### src/rtl/ntt_stage_ctrl_if.sv
// Coefficient-RAM / twiddle-ROM bus driven by the NTT stage controller.
interface ntt_stage_ctrl_if #(
  parameter int LOG_N = 7
);
  logic             rd_en;
  logic [LOG_N-1:0] rd_addr_a;
  logic [LOG_N-1:0] rd_addr_b;
  logic [LOG_N-2:0] tw_idx;
  logic             wr_en;
  logic [LOG_N-1:0] wr_addr_a;
  logic [LOG_N-1:0] wr_addr_b;

  modport master (
    output rd_en, rd_addr_a, rd_addr_b, tw_idx,
    output wr_en, wr_addr_a, wr_addr_b
  );

  modport slave (
    input rd_en, rd_addr_a, rd_addr_b, tw_idx,
    input wr_en, wr_addr_a, wr_addr_b
  );
endinterface

### src/rtl/ntt_stage_ctrl.sv
// Sequencer for an in-place iterative Cooley-Tukey NTT over one shared butterfly.
// Define NTT_STALL_EN to add a stall input that pauses issue during RUN.
module ntt_stage_ctrl #(
  parameter int LOG_N    = 7,
  parameter int BFLY_LAT = 6,
  parameter int STG_W    = 3
) (
  input  logic             clk_100Mhz,
  input  logic             rst_n,
  input  logic             start,
`ifdef NTT_STALL_EN
  input  logic             stall,
`endif
  output logic             busy,
  output logic             done,
  output logic [STG_W-1:0] stage,
  ntt_stage_ctrl_if.master mem
);
  localparam int JW  = LOG_N - 1;
  localparam int DW  = (BFLY_LAT > 1) ? $clog2(BFLY_LAT) : 1;
  localparam int DLW = 1 + 2 * LOG_N;
  localparam logic [JW-1:0]    J_LAST   = '1;
  localparam logic [STG_W-1:0] STG_LAST = STG_W'(LOG_N - 1);
  localparam logic [DW-1:0]    DRN_LAST = DW'(BFLY_LAT - 1);

  typedef enum logic [1:0] {S_IDLE, S_RUN, S_DRAIN, S_DONE} state_t;

  state_t           state_reg, state_next;
  logic [JW-1:0]    j_reg, j_next;
  logic [STG_W-1:0] stage_reg, stage_next;
  logic [DW-1:0]    drn_reg, drn_next;
  logic             hold;
  logic             issue;
  logic [LOG_N-1:0] j_ext, half, mask, k, addr_a, tw_full;
  logic [DLW-1:0]   dly_reg [BFLY_LAT];

`ifdef NTT_STALL_EN
  assign hold = stall;
`else
  assign hold = 1'b0;
`endif

  always_ff @(posedge clk_100Mhz or negedge rst_n) begin
    if (!rst_n) begin
      state_reg <= S_IDLE;
      j_reg     <= '0;
      stage_reg <= '0;
      drn_reg   <= '0;
    end else begin
      state_reg <= state_next;
      j_reg     <= j_next;
      stage_reg <= stage_next;
      drn_reg   <= drn_next;
    end
  end

  always_comb begin
    state_next = state_reg;
    j_next     = j_reg;
    stage_next = stage_reg;
    drn_next   = drn_reg;
    case (state_reg)
      S_IDLE: begin
        if (start) begin
          state_next = S_RUN;
          j_next     = '0;
          stage_next = '0;
        end
      end
      S_RUN: begin
        if (!hold) begin
          j_next = j_reg + JW'(1);
          if (j_reg == J_LAST) begin
            state_next = S_DRAIN;
            drn_next   = '0;
          end
        end
      end
      S_DRAIN: begin
        // The last write of the stage retires in this final drain cycle.
        if (drn_reg == DRN_LAST) begin
          if (stage_reg == STG_LAST) begin
            state_next = S_DONE;
          end else begin
            state_next = S_RUN;
            stage_next = stage_reg + STG_W'(1);
            j_next     = '0;
          end
        end else begin
          drn_next = drn_reg + DW'(1);
        end
      end
      S_DONE: begin
        state_next = S_IDLE;
        stage_next = '0;
      end
      default: state_next = S_IDLE;
    endcase
  end

  // Butterfly j of stage s: group bits move up one place, low stage bits stay as k.
  always_comb begin
    j_ext   = {1'b0, j_reg};
    half    = LOG_N'(1) << stage_reg;
    mask    = half - LOG_N'(1);
    k       = j_ext & mask;
    addr_a  = ((j_ext & ~mask) << 1) | k;
    tw_full = k << (STG_LAST - stage_reg);
  end

  always_comb begin
    issue = 1'b0;
    busy  = 1'b0;
    done  = 1'b0;
    case (state_reg)
      S_RUN: begin
        busy  = 1'b1;
        issue = !hold;
      end
      S_DRAIN: busy = 1'b1;
      S_DONE:  done = 1'b1;
      default: ;
    endcase
    mem.rd_en     = issue;
    mem.rd_addr_a = issue ? addr_a : '0;
    mem.rd_addr_b = issue ? addr_a + half : '0;
    mem.tw_idx    = issue ? tw_full[LOG_N-2:0] : '0;
  end

  assign stage = stage_reg;

  // Delay line mirrors the butterfly pipeline, which never stalls.
  always_ff @(posedge clk_100Mhz or negedge rst_n) begin
    if (!rst_n) begin
      for (int i = 0; i < BFLY_LAT; i++) dly_reg[i] <= '0;
    end else begin
      dly_reg[0] <= {mem.rd_en, mem.rd_addr_a, mem.rd_addr_b};
      for (int i = 1; i < BFLY_LAT; i++) dly_reg[i] <= dly_reg[i-1];
    end
  end

  assign mem.wr_en     = dly_reg[BFLY_LAT-1][DLW-1];
  assign mem.wr_addr_a = dly_reg[BFLY_LAT-1][2*LOG_N-1:LOG_N];
  assign mem.wr_addr_b = dly_reg[BFLY_LAT-1][LOG_N-1:0];
endmodule

### src/flat_wrapper.sv
// flat-port wrapper written by rule: the top's interface ports become plain ports
module ntt_stage_ctrl_flat 
#(
  parameter int LOG_N    = 7,
  parameter int BFLY_LAT = 6,
  parameter int STG_W    = 3
)
  (clk_100Mhz, rst_n, start, busy, done, stage, mem_rd_en, mem_rd_addr_a, mem_rd_addr_b, mem_tw_idx, mem_wr_en, mem_wr_addr_a, mem_wr_addr_b);
  ntt_stage_ctrl_if #(.LOG_N(LOG_N)) mem_i ();
  input  logic clk_100Mhz;
  input  logic rst_n;
  input  logic start;
  output logic busy;
  output logic done;
  output logic [STG_W-1:0] stage;
  output wire logic [$bits(mem_i.rd_en)-1:0] mem_rd_en;
  output wire logic [$bits(mem_i.rd_addr_a)-1:0] mem_rd_addr_a;
  output wire logic [$bits(mem_i.rd_addr_b)-1:0] mem_rd_addr_b;
  output wire logic [$bits(mem_i.tw_idx)-1:0] mem_tw_idx;
  output wire logic [$bits(mem_i.wr_en)-1:0] mem_wr_en;
  output wire logic [$bits(mem_i.wr_addr_a)-1:0] mem_wr_addr_a;
  output wire logic [$bits(mem_i.wr_addr_b)-1:0] mem_wr_addr_b;
  assign mem_rd_en = mem_i.rd_en;
  assign mem_rd_addr_a = mem_i.rd_addr_a;
  assign mem_rd_addr_b = mem_i.rd_addr_b;
  assign mem_tw_idx = mem_i.tw_idx;
  assign mem_wr_en = mem_i.wr_en;
  assign mem_wr_addr_a = mem_i.wr_addr_a;
  assign mem_wr_addr_b = mem_i.wr_addr_b;
  ntt_stage_ctrl #(.LOG_N(LOG_N), .BFLY_LAT(BFLY_LAT), .STG_W(STG_W)) u_core (.clk_100Mhz(clk_100Mhz), .rst_n(rst_n), .start(start), .busy(busy), .done(done), .stage(stage), .mem(mem_i));
endmodule
### config.mk
export PLATFORM = sky130hd
export DESIGN_NAME = ntt_stage_ctrl_flat
export DESIGN_NICKNAME = d
export VERILOG_FILES = /design/src/rtl/ntt_stage_ctrl_if.sv /design/src/rtl/ntt_stage_ctrl.sv /design/src/flat_wrapper.sv
export SDC_FILE = /design/constraint.sdc
export NUM_CORES = 1
export LEC_CHECK = 0
export BUFFER_PORTS_ARGS = -buffer_cell sky130_fd_sc_hd__buf_2
export CAP_MARGIN = 20
export CORE_UTILIZATION = 45
export CTS_CLUSTER_SIZE = 40
export DETAILED_ROUTE_END_ITERATION = 10
export SYNTH_ARGS = -nofsm -noshare
export SYNTH_HDL_FRONTEND = slang
export SYNTH_SLANG_ARGS = --single-unit
### constraint.sdc
create_clock -name clk_100Mhz -period 4.7 [get_ports clk_100Mhz]
set_clock_uncertainty 0.2 [all_clocks]
set_input_delay 0.705 -clock clk_100Mhz [delete_from_list [all_inputs] [get_ports clk_100Mhz]]
set_output_delay 0.705 -clock clk_100Mhz [all_outputs]
set_load 0.02 [all_outputs]
# After elaboration in Yosys (flattened, before gate mapping)
# Cells that the tools add are included.
word_totals:
  register_bits: 104
  latchBits: 0
  ramBits: 0
  rom_bits: 0
  elab_cells: 64
  mem_count: 0
op_classes:
  add_sub_neg: 6
  mul: 0
  div_mod_pow: 0
  n_lt_le_gt_ge: 0
  eq_ne: 11
  shift: 2
  n_mux: 22
  bitwise: 4
  reduce_logical: 9
op_table:
  columns: ["operator", "count"]
  rows:
  - ["$mux 6", 4]
  - ["$pmux 6 s3", 1]
  - ["$mux 3", 5]
  - ["$mux 7", 2]
  - ["$pmux 3 s3", 1]
  - ["$mux 2", 4]
  - ["$pmux 2 s4", 1]
  - ["$reduce_and 4->1", 2]
  - ["$add 7x7->7", 1]
  - ["$and 6x7->7", 1]
  - ["$or 7x7->7", 1]
  - ["$shl 1x3->7 const A", 1]
  - ["$shl 7x3->6", 1]
  - ["$sub 7x1->7 const B", 1]
  - ["$add 3x1->3 const B", 2]
  - ["$add 6x1->6 const B", 1]
  - ["$and 6x6->6", 1]
  - ["$eq 3x3->1 const B", 2]
  - ["$eq 6x6->1 const B", 1]
  - ["$ne 2x2->1 const B", 3]
  - ["$not 6->6", 1]
  - ["$pmux 3 s2", 1]
  - ["$reduce_and 3->1", 2]
  - ["$reduce_bool 3->1", 2]
  - ["8 further kinds", 12]

# Depth between registers and ports, before layout
depth:
  word_depth: 7
  mapped_depth: 16

# Worst setup path after synthesis
# No wires, ideal clock.
synth_timing:
  kind: "reg-to-output"
  startpoint: "register u_core.stage_reg[0], in the netlist u_core.stage[0]"
  endpoint: "output port mem_rd_addr_b[4]"
  arrival_ps: 3467
  path_slack_ps: 328
  stages_incl_launch_ff: 14
  path_cell_list: "dfrtp_1 clkbuf_1 inv_1 ha_1 nor2b_1 inv_2 ha_1 nand2b_1 a21boi_0 fa_1 nor2_1 o311ai_4 nor3b_1 nor3_1"
synth_between:
  elab_chain_cells: 7
  word_cells_on_any_way: 8
synth_rtl:
  columns: ["element", "line_no", "source"]
  rows:
  - ["start: declaration", "ntt_stage_ctrl.sv:30", "logic [STG_W-1:0] stage_reg, stage_next;"]
  - ["start signal: assignment", "ntt_stage_ctrl.sv:52", "stage_reg <= stage_next;"]
  - ["$shl 1x3->7 (*)", "ntt_stage_ctrl.sv:104", "half = LOG_N'(1) << stage_reg;"]
  - ["$sub 7x1->7", "ntt_stage_ctrl.sv:105", "mask = half - LOG_N'(1);"]
  - ["$not 6->6", "ntt_stage_ctrl.sv:107", "addr_a = ((j_ext & ~mask) << 1) | k;"]
  - ["$and 6x6->6", "ntt_stage_ctrl.sv:107", null]
  - ["$or 7x7->7", "ntt_stage_ctrl.sv:107", null]
  - ["$add 7x7->7 (*)", "ntt_stage_ctrl.sv:126", "mem.rd_addr_b = issue ? addr_a + half : '0;"]
  - ["$mux 7 (*)", "ntt_stage_ctrl.sv:126", null]
  - ["end: declaration", "flat_wrapper.sv:18", "output wire logic [$bits(mem_i.rd_addr_b)-1:0] mem_rd_addr_b;"]
# Mark *: on every way between the ends. The rest lies on a longest branch, timed or not.

# Final worst setup path
layout_timing:
  startpoint: "register u_core.stage_reg[1], in the netlist u_core.stage[1]"
  endpoint: "output port mem_rd_addr_b[5]"
# Same word-level chain as after synthesis.

==> impl_metrics.py <==
metrics = {
    "outcome": {
        "outcome": "complete, no violations",
    },
    "synth": {
        "synth.most_common_cell": "sky130_fd_sc_hd__dfrtp_1",
        "share_of_synthesized_flip_flops_with_an_asynchronous_set_or_reset_pct": 100,
        "syn-cell-area_um2": 4050,
        "yosys_most_used_dff": "sky130_fd_sc_hd__dfrtp_1",
        "synth_cell_type_count": 55,
        "synth_warnings": 0,
        "post_synth_main_area_contributors": "sky130_fd_sc_hd__dfrtp_1 (64%), sky130_fd_sc_hd__ha_1 (5.9%), sky130_fd_sc_hd__buf_4 (2.6%)",
        "netlist.area_leader.share_pct": 64.2,
        "post-synth-top-area-cell": "sky130_fd_sc_hd__dfrtp_1",
        "synth.avg_cell_area_um2": 12.8,
        "synth_enable_flop_cells": 0,
        "synth.ff_latch_count": 104,
        "netlist_instances": 317,
        "synth_top_cells_by_count": "sky130_fd_sc_hd__dfrtp_1 (104), sky130_fd_sc_hd__nand2_1 (24), sky130_fd_sc_hd__nor2_1 (20), sky130_fd_sc_hd__ha_1 (19), sky130_fd_sc_hd__inv_1 (16)",
        "register_area_share_after_synthesis_pct": 64.2,
        "mappedNetlistNets": 340,
    },
    "critical_path": {
        "r2r-start": "u_core.stage[1]",
        "regToRegEndpoint": "u_core.dly_reg[80]",
        "startpoint_type": "flop",
        "reg2regPathDepth": 13,
        "criticalPathCategory": "flop to output pin",
        "endpoint_arrival_time_on_the_critical_path_ps": 3610,
        "cells_traversed_along_the_worst_timing_path": "inv_1 -> ha_2 -> nor2b_4 -> inv_2 -> ha_1 -> nor2b_1 -> mux2i_2 -> and2_1 -> a21o_1 -> ha_1 -> and4_1 -> a311o_1 -> a311o_1 -> buf_2",
        "critical-path-slowest-cell": "sky130_fd_sc_hd__dfrtp_1",
        "rrSetupSlack_ps": 1290,
        "critPathMaxStageDelay_ps": 430,
        "largest_fanout_on_the_critical_path": 7,
        "crit_path_start": "u_core.stage[1]",
        "endpoint_kind": "output pin",
        "critPathRequiredTime_ps": 3800,
        "setup.worst_path.end": "mem_rd_addr_b[5]",
    },
    "power_and_ir_drop": {
        "power.total_mw": 2.52,
        "cell_leakage_power_nw": 2.38,
        "p_per_area_nw_per_um2": 552,
        "max-vdd-ir-drop_v": 0.000430,
    },
    "sta": {
        "final.min_clock_period_ps": 4510,
        "holdWs_ps": 148,
        "final-hold-violation-count": 0,
        "timing_worst_slew_pin_value_ps": 815,
        "maxSlewViolCount": 0,
        "clock.fmax_ghz": 0.222,
        "final.setup.tns_ps": 0,
        "final-setup-viol-count": 0,
        "timing.final.crit_share_pct": 96.0,
        "max-slew-margin-rel_pct": 45.7,
        "finalWorstSetupSlack_ps": 188,
    },
    "final_layout": {
        "nets": 377,
        "layout-drive-gt1-share_pct": 22.6,
        "utilization_pct": 52.4,
        "area_delta_synth_final_pct": 12.7,
        "largest_register_ff_count": 75,
        "antenna_cells": 0,
        "stdcell_area_um2": 4570,
        "layoutNonFillerInstCount": 467,
    },
    "detailed_routing": {
        "ant_nets": 0,
        "dr_total_vias": 2307,
        "avg_wl_per_cell_um": 13.9,
        "drt_drc_violations_left": 0,
        "vias_per_instance": 4.94,
        "detailedRoute.firstPassIterationCount": 4,
        "dr.first_iter.drc_count": 79,
        "wirelength_mm": 6.51,
    },
    "die": {
        "fp.dieH_um": 96.9,
        "pin_count": 44,
        "initial_core_utilization_pct": 46.5,
        "total_die_area_um2": 9390,
        "placeable_core_region_um2": 8720,
        "die_boundary_width_um": 96.9,
        "placementRows": 34,
    },
    "clock_tree": {
        "cts-root-to-sink-buffers": 2,
        "worstSkewPairLatency_ps": 360,
        "cts.root.buffer_cell": "sky130_fd_sc_hd__clkbuf_8",
        "cts_tree": "built",
        "cts-hold-fix-buffers": 0,
        "clock-sinks": 104,
        "tritoncts.num_buffers": 9,
        "clk_pin_slew_worst_paths_ps": 100,
        "htree_levels": 3,
    },
    "placement": {
        "place_area_um2": 4290,
        "gpl.final_weighted_congestion": 0.861,
        "detailedPlace.worstSlack_ps": 403,
        "hpwl_mm": 4.41,
        "post-place-cells": 449,
        "port_buffers": 43,
    },
    "min_path": {
        "timing.hold.worst_path_depth": 0,
        "hold_path_class": "flop to flop",
    },
    "grt": {
        "grt_usage_pct": 14.7,
        "global_route_wire_length_before_repair_mm": 10.8,
        "vias_in_the_first_global_route": 2220,
        "maximum_number_of_pins_on_one_net_before_global_route_repair": 70,
        "globalRouteOverflowTotal": 0,
        "antenna_violations_before_repair": 0,
    },
    "job": {
        "max_cap_violations": 0,
    },
}
## power by group
part,switching (mW),internal (mW),total (mW)
clock network,0.311,0.311,0.622
registers,0.0671,1.03,1.10
logic,0.509,0.289,0.797
## cell usage in the layout, fill, tap and decap left out, types with 4 or more instances in the layout
| cell | netlist | layout |
|---|---|---|
| sky130_fd_sc_hd__nor2b_1 | 5 | 4 |
| sky130_fd_sc_hd__and2_1 | 7 | 7 |
| sky130_fd_sc_hd__ha_1 | 19 | 18 |
| sky130_fd_sc_hd__dfrtp_1 | 104 | 103 |
| sky130_fd_sc_hd__and3_1 | 7 | 7 |
| sky130_fd_sc_hd__buf_4 | 14 | 6 |
| sky130_fd_sc_hd__nand3_1 | 9 | 9 |
| sky130_fd_sc_hd__mux2i_1 | 5 | 4 |
| sky130_fd_sc_hd__nor2_1 | 20 | 19 |
| sky130_fd_sc_hd__xnor2_1 | 6 | 6 |
| sky130_fd_sc_hd__o21ai_0 | 5 | 5 |
| sky130_fd_sc_hd__xor2_1 | 5 | 5 |
| sky130_fd_sc_hd__inv_1 | 16 | 15 |
| sky130_fd_sc_hd__nand2_1 | 24 | 24 |
| sky130_fd_sc_hd__a31oi_1 | 5 | 5 |
| sky130_fd_sc_hd__buf_2 | 1 | 42 |
| sky130_fd_sc_hd__clkbuf_8 | 0 | 9 |
| sky130_fd_sc_hd__a21oi_1 | 9 | 9 |
## layer usage
| layer | track usage (%) | routed length (um) | up-vias | part of all wire (%) |
|---|---|---|---|---|
| met5 | 0 | 0 | - | 0 |
| met4 | 7.23 | 107 | 0 | 1.6 |
| met3 | 3.32 | 211 | 9 | 3.2 |
| met2 | 22.6 | 3100 | 55 | 48 |
| met1 | 19.9 | 3090 | 1113 | 48 |
| li1 | - | - | 1130 | - |
## worst min path at each step
stage	startpoint	slack, ps	endpoint
after floorplan	u_core.dly_reg[30]	130	u_core.dly_reg[15]
after global placement	u_core.dly_reg[45]	130	u_core.dly_reg[30]
after detailed placement	u_core.dly_reg[40]	130	u_core.dly_reg[25]
after CTS	u_core.dly_reg[84]	150	u_core.dly_reg[69]
after global routing	u_core.dly_reg[75]	160	u_core.dly_reg[60]
final	u_core.dly_reg[43]	150	u_core.dly_reg[28]
## worst max-delay path, delay by kind of cell (launching register included)
family	cells	cell delay, ps
multiplexers	1	160
flip-flops	1	430
AND/OR/NAND/NOR	4	740
AO/OA/AOI/OAI	3	760
adder cells (fa/ha/maj)	3	810
buffers and inverters	3	370
## repair_timing
| action | CTS | global route |
|---|---|---|
| cloned | 0 | 0 |
| endpoints found under the setup margin | 2 | 3 |
| resized for setup | 1 | 8 |
| buffers inserted | 0 | 2 |
## cells by family after synthesis
logic type | after synthesis | synth area share [%]
other cells | 1 | 0.0925
mux | 6 | 1.51
simple gates | 88 | 10.9
flops | 104 | 64.2
buf+inv | 39 | 4.94
fa+ha+maj | 20 | 6.36
compound gates | 48 | 9.60
xor+xnor | 11 | 2.38
## area by class of cell
type	count	area (um^2)
clock buffers	9	124
clock inverters	7	113
well taps	108	135
repair buffers	48	255
flip-flops and latches	104	2600
fillers	755	4150
inverters	17	63.8
multi-input cells	174	1270
No activity file was read; power rests on OpenSTA's default activity.
